[config.mk]
export PLATFORM = sky130hd
export DESIGN_NAME = mem_access_ctrl
export DESIGN_NICKNAME = d
export VERILOG_FILES = /design/src/rtl/mem_access_ctrl.sv
export SDC_FILE = /design/constraint.sdc
export NUM_CORES = 1
export LEC_CHECK = 0
export ABC_AREA = 1
export CORE_UTILIZATION = 41
export CTS_CLUSTER_DIAMETER = 50
export DETAILED_ROUTE_END_ITERATION = 12
export GPL_TIMING_DRIVEN = 0
export PLACE_DENSITY = 0.92
export SLEW_MARGIN = 10
export SYNTH_ARGS = -nofsm -noshare
export SYNTH_HDL_FRONTEND = slang
export SYNTH_SLANG_ARGS = --single-unit
[constraint.sdc]
create_clock -name clk -period 2.25 [get_ports clk]
set_input_delay 0.3375 -clock clk [delete_from_list [all_inputs] [get_ports clk]]
set_output_delay 0.3375 -clock clk [all_outputs]
set_load 0.01 [all_outputs]
[src/rtl/mem_access_ctrl.sv]
// mem_access_ctrl: single-outstanding request controller in front of a registered-read memory bank,
// with range checking and a saturating error counter.
`ifndef DATA_WORD_SIZE
`define DATA_WORD_SIZE 16
`endif
`ifndef DATA_ADDR_SIZE
`define DATA_ADDR_SIZE 8
`endif
module mem_access_ctrl #(
  parameter int word_size = `DATA_WORD_SIZE,
  parameter int addr_size = `DATA_ADDR_SIZE,
  parameter int depth = 2 ** addr_size
) (
  input  logic                 clk,
  input  logic                 rst,
  input  logic                 req_valid,
  output logic                 req_ready,
  input  logic                 req_we,
  input  logic [addr_size-1:0] req_addr,
  input  logic [word_size-1:0] req_wdata,
  output logic                 resp_valid,
  input  logic                 resp_ready,
  output logic [word_size-1:0] resp_rdata,
  output logic                 resp_err,
  output logic                 mem_w_en,
  output logic [addr_size-1:0] mem_addr,
  output logic [word_size-1:0] mem_d_in,
  input  logic [word_size-1:0] mem_d_out,
  output logic [7:0]           err_count
);
  typedef enum logic [1:0] {IDLE, ACCESS, CAPTURE, RESP} state_t;
  // one extra bit so depth == 2**addr_size is representable
  localparam logic [addr_size:0] depth_w = (addr_size+1)'(depth);
  state_t state;
  logic lat_we;
  logic [addr_size-1:0] lat_addr;
  logic [word_size-1:0] lat_wdata;
  logic in_range;
  assign in_range = {1'b0, req_addr} < depth_w;
  assign req_ready = (state == IDLE) & ~rst;
  assign mem_w_en = (state == ACCESS) & lat_we & ~rst;
  assign mem_addr = lat_addr;
  assign mem_d_in = lat_wdata;
  always_ff @(posedge clk) begin
    if (rst) begin
      state <= IDLE;
      resp_valid <= 1'b0;
      resp_rdata <= '0;
      resp_err <= 1'b0;
      err_count <= '0;
      lat_we <= 1'b0;
      lat_addr <= '0;
      lat_wdata <= '0;
    end else begin
      case (state)
        IDLE: if (req_valid) begin
          lat_we <= req_we;
          lat_addr <= req_addr;
          lat_wdata <= req_wdata;
          if (in_range) state <= ACCESS;
          else begin
            state <= RESP;
            resp_valid <= 1'b1;
            resp_err <= 1'b1;
            resp_rdata <= '0;
            err_count <= (err_count == 8'hFF) ? err_count : err_count + 8'd1;
          end
        end
        ACCESS: if (lat_we) begin
          state <= RESP;
          resp_valid <= 1'b1;
          resp_err <= 1'b0;
          resp_rdata <= '0;
        end else state <= CAPTURE;
        CAPTURE: begin
          state <= RESP;
          resp_valid <= 1'b1;
          resp_err <= 1'b0;
          resp_rdata <= mem_d_out;
        end
        RESP: if (resp_ready) begin
          state <= IDLE;
          resp_valid <= 1'b0;
        end
        default: state <= IDLE;
      endcase
    end
  end
endmodule

==> results.rst, run 1 <==
.. list-table::
   :header-rows: 1

   * - Metric
     - Value
   * - Relative contribution of combinational cells to total power
     - 0.457
   * - Max Clk Rate
     - approximately 480 MHz
   * - Primary flip-flop cell chosen by synthesis mapping
     - sky130_fd_sc_hd__dfxtp_1
   * - Root Buffer Master
     - sky130_fd_sc_hd__clkbuf_8
   * - Switch share
     - 0.352
   * - Cell-internal power
     - between 0.002 and 0.0025 W
   * - Fraction of layout cells with a size suffix above 1
     - 0.138
   * - Leakage
     - 1.14 nW
   * - Standard-cell row count
     - 23
   * - Estimated wirelength of the detail-placed design
     - ~3300 microns
   * - Wire length after detailed routing
     - 4290 microns
   * - Final min period
     - approximately 2.1 ns
   * - Max-cap violation count
     - 0
   * - Portion of total power attributed to the clock network
     - 0.188
   * - Clock transition at the registers of the reported paths
     - approximately 0.08 ns
   * - Number of DRC markers after the initial detailed-route iteration
     - 33
   * - Largest net degree at the start of global routing
     - 14
   * - Worst hold stages
     - 2
   * - CTS HTree Levels
     - 2
   * - Number of instances in the synthesized netlist
     - 223
   * - Clock tree from TritonCTS
     - yes
   * - Final Max Tran Viols
     - 0
   * - Setup skew after layout
     - approximately 0.0073 ns
   * - Worst Reg2Reg Path Length in Cells
     - 6
   * - Maximum VDD drop
     - approximately 0.71 mV
   * - Power per Cell Area
     - around 1100 nW/um^2
   * - Critical R2R Capture
     - mem_addr[2]
   * - Die Span Y
     - about 68 microns
   * - Initial standard-cell utilization of the core
     - 0.437
   * - Multi-input gate area in the final layout
     - about 790 sq um
   * - Filler cell count in the final layout
     - 356
   * - N_diodes
     - 0
   * - Register-to-register setup slack
     - a little over 0.6 ns
   * - Most frequent cells after synthesis
     - sky130_fd_sc_hd__nor2_1, sky130_fd_sc_hd__dfxtp_1, sky130_fd_sc_hd__nand2_1
   * - Max Buffers Root-to-Sink
     - 2
   * - Std-Cell Core Area
     - roughly 4100 sq um
   * - Via count
     - approximately 1700
   * - Class of the tightest hold or removal check
     - flop to flop
   * - Hold Worst Slack
     - approximately 0.46 ns
   * - Clock Latency Late Sink
     - a little under 0.3 ns
   * - Leading post-synthesis cells by cell area
     - sky130_fd_sc_hd__dfxtp_1, sky130_fd_sc_hd__nor2_1, sky130_fd_sc_hd__o21ai_0
   * - Startpoint type of the worst setup path
     - input port
   * - Post-route fraction of the period consumed by the critical path
     - 0.931
   * - DRC violation count after routing
     - 0
   * - First-pass detailed-route iteration total
     - 4
   * - Setup TNS after final layout
     - 0 ns
   * - Capture endpoint of the worst hold path
     - resp_rdata[8]
   * - DIE AREA
     - 4650 sq um
   * - Number of antenna violations at the first check in global routing
     - 0
   * - Outcome
     - finished clean
   * - Die outline width
     - 68.2 microns
   * - Arrival time reported for the critical path endpoint
     - 1.76 ns
   * - Synth top area share
     - 0.490
   * - Worst setup path category
     - input port to output port
   * - Final global-route overflow total
     - 0
   * - Number of flops mapped to enable cells by yosys
     - 0
   * - Number of global-route vias before repair
     - 1528
   * - Kind of capture point of the worst setup path
     - output port
   * - Relative contribution of sequential cells to total power
     - 0.355
   * - Wire length per cell
     - 11.4 microns
   * - Yosys warnings
     - 0
   * - Vias per cell
     - approximately 4.6
   * - Post-cts hold buffer count
     - 0
   * - # setup viols final
     - 0
   * - Antenna Violating Nets Remaining
     - 0
   * - Total track usage
     - 0.190
   * - Summed instance area of the synthesized netlist
     - roughly 1800 sq um
   * - Inserted Clock Buffers
     - 5
   * - Port Buf Inserts
     - between 80 and 90
   * - Synthesized area divided by synthesized cell count
     - between 8 and 9 sq um
   * - Synth unique cells
     - 19
   * - Yosys top cell by area
     - sky130_fd_sc_hd__dfxtp_1
   * - Data required, critical path
     - between 1.5 and 2 ns
   * - Hold Startpoint
     - resp_rdata[8]
   * - Share of flip-flops with an asynchronous set or reset
     - 0
   * - Crit path from
     - rst
   * - CTS Sinks
     - 44
   * - Sequential share of the synthesized area
     - 0.490
   * - Final count of hold timing violations
     - 0
   * - RR Startpoint
     - state[1]
   * - Setup repair after global routing missed its margin
     - no
   * - Total number of nets in the final design
     - 375
   * - First-pass GRT wire length
     - between 6000 and 7000 microns
   * - Library cell with the highest instance count after synthesis
     - sky130_fd_sc_hd__nor2_1
   * - Peak fanout along the critical path
     - 10
   * - Boundary pin count
     - 97
   * - Switching power of the nets
     - roughly 0.0011 W
   * - Number of storage elements in the synthesis netlist
     - between 40 and 50
   * - Sequential standard cell area
     - slightly below 900 sq um
   * - Placer's final routability congestion estimate
     - around 0.76
   * - Area Growth Syn to Fin
     - 59.7%
area by class of cell:
| class | instances | share of cell area |
|---|---|---|
| Buffer | 19 | 0.0423 |
| Clock buffer | 6 | 0.0253 |
| Clock inverter | 2 | 0.0122 |
| Inverter | 9 | 0.0118 |
| Multi-Input combinational cell | 159 | 0.276 |
| Sequential cell | 44 | 0.307 |
| Tap cell | 50 | 0.0218 |
| Timing Repair Buffer | 87 | 0.303 |
repair_timing:
item	4_1_cts	5_1_grt
setup buffers	0	0
endpoints found under the setup margin	0	1
resized for setup	0	1
kinds of logic after synthesis:
logic type | Yosys count | share of synthesized area
compound gates | 47 | 0.162
fa+ha+maj | 5 | 0.0348
buf+inv | 28 | 0.0863
flops | 44 | 0.490
other cells | 1 | 0.00209
simple gates | 98 | 0.225
metal layers:
layer / global-route usage / vias to the layer above / wire length [microns]
li1: - / 892 / -
met4: 0.0833 / 0 / 91
met5: 0 / - / 0
met3: 0.0367 / 8 / 225
met2: 0.344 / 58 / 2100
met1: 0.214 / 766 / 1870
worst max-delay path by stage:
stage	endpoint
after floorplan	resp_rdata[1]
after global placement	mem_w_en
after detailed placement	mem_w_en
after CTS	mem_w_en
after global routing	mem_w_en
final	req_ready
power groups by stage:
stage / sequential [W] / combinational, W / clock (W)
final: 0.00111 / 0.00142 / 0.000587
after global routing: 0.00114 / 0.00159 / 0.000631
after CTS: 0.00111 / 0.00143 / 0.000601
after detailed placement: 0.00113 / 0.00142 / 0
after global placement: 0.00112 / 0.00139 / 0
after floorplan: 0.00121 / 0.000727 / 0
sequential cells by signal, indices dropped and copies added (netlist names):
| register | cells |
|---|---|
| mem_addr | 8 |
| mem_d_in | 16 |
| resp_valid | 1 |
| lat_we | 1 |
| state | 2 |
| resp_rdata | 16 |
layout by cell type, fill, tap and decap left out:
cell type | synthesis | layout
sky130_fd_sc_hd__a21boi_4 | 1 | 1
sky130_fd_sc_hd__a21oi_1 | 10 | 10
sky130_fd_sc_hd__a21oi_2 | 10 | 10
sky130_fd_sc_hd__buf_1 | 1 | 1
sky130_fd_sc_hd__buf_2 | 4 | 4
sky130_fd_sc_hd__buf_4 | 9 | 9
sky130_fd_sc_hd__buf_8 | 1 | 1
sky130_fd_sc_hd__bufinv_16 | 0 | 1
sky130_fd_sc_hd__clkbuf_1 | 4 | 5
sky130_fd_sc_hd__clkbuf_8 | 0 | 5
sky130_fd_sc_hd__clkdlybuf4s50_1 | 0 | 87
sky130_fd_sc_hd__clkinv_2 | 0 | 1
sky130_fd_sc_hd__conb_1 | 1 | 9
sky130_fd_sc_hd__dfxtp_1 | 44 | 44
sky130_fd_sc_hd__ha_1 | 5 | 4
sky130_fd_sc_hd__ha_2 | 0 | 1
sky130_fd_sc_hd__inv_1 | 9 | 9
sky130_fd_sc_hd__nand2_1 | 32 | 32
sky130_fd_sc_hd__nand2_2 | 11 | 11
sky130_fd_sc_hd__nand3_1 | 4 | 4
sky130_fd_sc_hd__nand3b_1 | 1 | 1
sky130_fd_sc_hd__nor2_1 | 50 | 50
sky130_fd_sc_hd__o21ai_0 | 25 | 25
sky130_fd_sc_hd__o21ai_2 | 1 | 1
stage by stage:
stage	total power [W]	utilization	area [sq um]	std cells	worst slack, ns
6_report	0.00312	0.697	2870	376	0.154
5_1_grt	0.00335	0.697	2870	376	0.0362
4_1_cts	0.00314	0.697	2870	376	0.0966
3_5_place_dp	0.00255	0.671	2760	368	0.149
3_3_place_gp	0.00251	0.671	2760	368	0.150
2_1_floorplan	0.00193	-	1830	231	0.871
critical path: stages:
cell and delay [ns]:
sky130_fd_sc_hd__clkdlybuf4s50_1 0.53, sky130_fd_sc_hd__buf_2 0.30, sky130_fd_sc_hd__nor2_1 0.10, sky130_fd_sc_hd__clkdlybuf4s50_1 0.49
No activity file was read; power rests on OpenSTA's default activity.
==> run 2: changes to the inputs <==
Settings changed: SETUP_SLACK_MARGIN set to 0.15.
==> results.rst, run 2 (synthesis gave the netlist of run 1 again) <==
.. list-table::
   :header-rows: 1

   * - Metric
     - Value
   * - # setup viols final
     - 0
   * - Cell-by-cell trace of the critical path
     - clkdlybuf4s50_1 > buf_4 > nor2_1 > clkdlybuf4s50_1
   * - Portion of total power attributed to the clock network
     - 0.186
   * - Placer's final routability congestion estimate
     - roughly 0.76
   * - Final count of hold timing violations
     - 0
   * - CTS HTree Levels
     - 2
   * - Largest net degree at the start of global routing
     - 14
   * - Final global-route overflow total
     - 0
   * - Most frequent standard cell in the layout excluding fill and tap cells
     - sky130_fd_sc_hd__clkdlybuf4s50_1
   * - Inserted Clock Buffers
     - 5
   * - Setup slack after layout
     - ~0.21 ns
   * - Clock transition at the registers of the reported paths
     - approximately 0.08 ns
   * - Leakage
     - between 1 and 1.5 nW
   * - Hold Startpoint
     - resp_rdata[8]
   * - Biggest cell delay along the critical path
     - about 0.55 ns
   * - Fraction of layout cells with a size suffix above 1
     - 0.147
   * - Die outline width
     - 68.2 microns
   * - DRC violation count after routing
     - 0
   * - Pre-CTS setup slack
     - around 0.15 ns
   * - Outcome
     - finished clean
   * - Worst path slowest cell
     - sky130_fd_sc_hd__clkdlybuf4s50_1
   * - Number of global-route vias before repair
     - between 1500 and 2000
   * - Total track usage
     - 0.191
   * - Max Buffers Root-to-Sink
     - 2
   * - Die Span Y
     - 68.2 microns
   * - Worst setup path category
     - input port to output port
   * - Wire length after detailed routing
     - ~4300 microns
   * - Hold Worst Slack
     - between 0.4 and 0.5 ns
   * - Placement-stage cell area
     - between 2000 and 3000 sq um
   * - Final min period
     - 2.04 ns
   * - Final Max Tran Viols
     - 0
   * - Filler cell count in the final layout
     - 352
   * - Clock tree from TritonCTS
     - yes
   * - Register-to-register setup slack
     - 0.63 ns
   * - Switch share
     - 0.353
   * - Setup TNS after final layout
     - 0 ns
   * - Initial standard-cell utilization of the core
     - 0.437
   * - Power per Cell Area
     - 1090 nW/um^2
   * - Clock Latency Late Sink
     - between 0.2 and 0.3 ns
   * - Critical R2R Capture
     - mem_addr[2]
   * - First-pass GRT wire length
     - 6700 microns
   * - Wire length per cell
     - between 10 and 15 microns
   * - Data required, critical path
     - 1.91 ns
   * - Max Clk Rate
     - around 490 MHz
   * - Via count
     - roughly 1700
   * - Maximum VDD drop
     - roughly 0.72 mV
   * - Startpoint type of the worst setup path
     - input port
   * - Power consumption
     - around 0.0031 W
   * - N_diodes
     - 0
   * - Number of DRC markers after the initial detailed-route iteration
     - 29
   * - Peak fanout along the critical path
     - 10
   * - Antenna Violating Nets Remaining
     - 0
   * - Area Growth Syn to Fin
     - 60.7%
   * - Number of antenna violations at the first check in global routing
     - 0
   * - Port Buf Inserts
     - 87
   * - CTS Sinks
     - 44
   * - Setup skew after layout
     - roughly 0.0053 ns
   * - Class of the tightest hold or removal check
     - flop to flop
   * - Worst hold stages
     - 2
   * - Vias per cell
     - roughly 4.6
   * - Post-CTS Setup Bufs
     - 0
   * - Boundary pin count
     - 97
   * - Switching power of the nets
     - roughly 0.0011 W
   * - Final instance area
     - between 2000 and 3000 sq um
   * - Cell type with the highest occurrence count on the critical path
     - sky130_fd_sc_hd__clkdlybuf4s50_1
   * - Max-cap violation count
     - 0
   * - Post-route fraction of the period consumed by the critical path
     - 0.905
   * - Relative contribution of combinational cells to total power
     - 0.459
   * - Family with the most delay on the worst path
     - buffers and inverters
   * - Estimated wirelength of the detail-placed design
     - about 3300 microns
   * - Standard-cell row count
     - 23
   * - Std-Cell Core Area
     - ~4000 sq um
   * - Kind of capture point of the worst setup path
     - output port
   * - Cell-internal power
     - around 0.002 W
   * - Root Buffer Master
     - sky130_fd_sc_hd__clkbuf_8
   * - Worst Reg2Reg Path Length in Cells
     - 6
   * - Capture endpoint of the worst hold path
     - resp_rdata[8]
   * - Leading cell types in the layout, fill and taps excluded
     - sky130_fd_sc_hd__clkdlybuf4s50_1, sky130_fd_sc_hd__nor2_1, sky130_fd_sc_hd__dfxtp_1
   * - Arrival time reported for the critical path endpoint
     - between 1.5 and 2 ns
   * - Total number of nets in the final design
     - between 300 and 400
   * - Setup repair after global routing missed its margin
     - yes
   * - Crit path buffers/inverters
     - 3
   * - DIE AREA
     - approximately 4700 sq um
   * - First-pass detailed-route iteration total
     - 4
   * - Relative contribution of sequential cells to total power
     - 0.355
   * - RR Startpoint
     - state[0]
==> run 2: tightest hold or removal path, delay by kind of cell, from the launching register on <==
kind	cells	cell delay (ns)
AND/OR/NAND/NOR	1	0.06
AO/OA/AOI/OAI	1	0.04
flip-flops	1	0.32
==> run 2: repair_timing <==
| item | CTS | global route |
|---|---|---|
| gates resized for setup | 2 | 5 |
| setup endpoints to repair | 2 | 2 |
| hold buffers | 0 | 0 |
==> run 2: power groups by stage <==
stage / clock network [W] / registers, W / logic, W
after detailed placement: 0 / 0.00113 / 0.00142
after global routing: 0.000631 / 0.00114 / 0.00160
after CTS: 0.000601 / 0.00111 / 0.00143
final: 0.000585 / 0.00112 / 0.00144
after floorplan: 0 / 0.00121 / 0.000727
after global placement: 0 / 0.00112 / 0.00139
==> run 2: worst max path at each step <==
stage               startpoint            end  slack, ns  cells after the start
detailed placement         rst       mem_w_en       0.15                      4
CTS                   state[1]       mem_w_en       0.16                      5
global route               rst       mem_w_en       0.14                      4
global placement           rst       mem_w_en       0.15                      4
floorplan             state[1]  resp_rdata[1]       0.87                      6
finish                     rst       mem_w_en       0.21                      4
==> run 2: final cells by class <==
type                    count  area, sq um  area share
flip-flops and latches     44          881       0.305
inverters                   9         33.8      0.0117
repair buffers             87          873       0.302
clock inverters             2         35.0      0.0121
well taps                  50         62.6      0.0217
plain buffers              19          124      0.0429
multi-input cells         159          806       0.279
clock buffers               6         72.6      0.0251
==> run 2: per-layer routing <==
metal / part of all wire / wire (microns) / GRT usage / vias up
li1: - / - / - / 896
met1: 0.43 / 1860 / 0.215 / 771
met2: 0.50 / 2150 / 0.346 / 54
met3: 0.052 / 225 / 0.0367 / 8
met4: 0.022 / 93 / 0.0833 / 0
met5: 0 / 0 / 0 / -
==> run 2: through the flow <==
| step | utilization | instances |
|---|---|---|
| after global routing | 0.702 | 376 |
| after floorplan | - | 231 |
| final | 0.702 | 376 |
| after detailed placement | 0.671 | 368 |
| after global placement | 0.671 | 368 |
| after CTS | 0.698 | 376 |
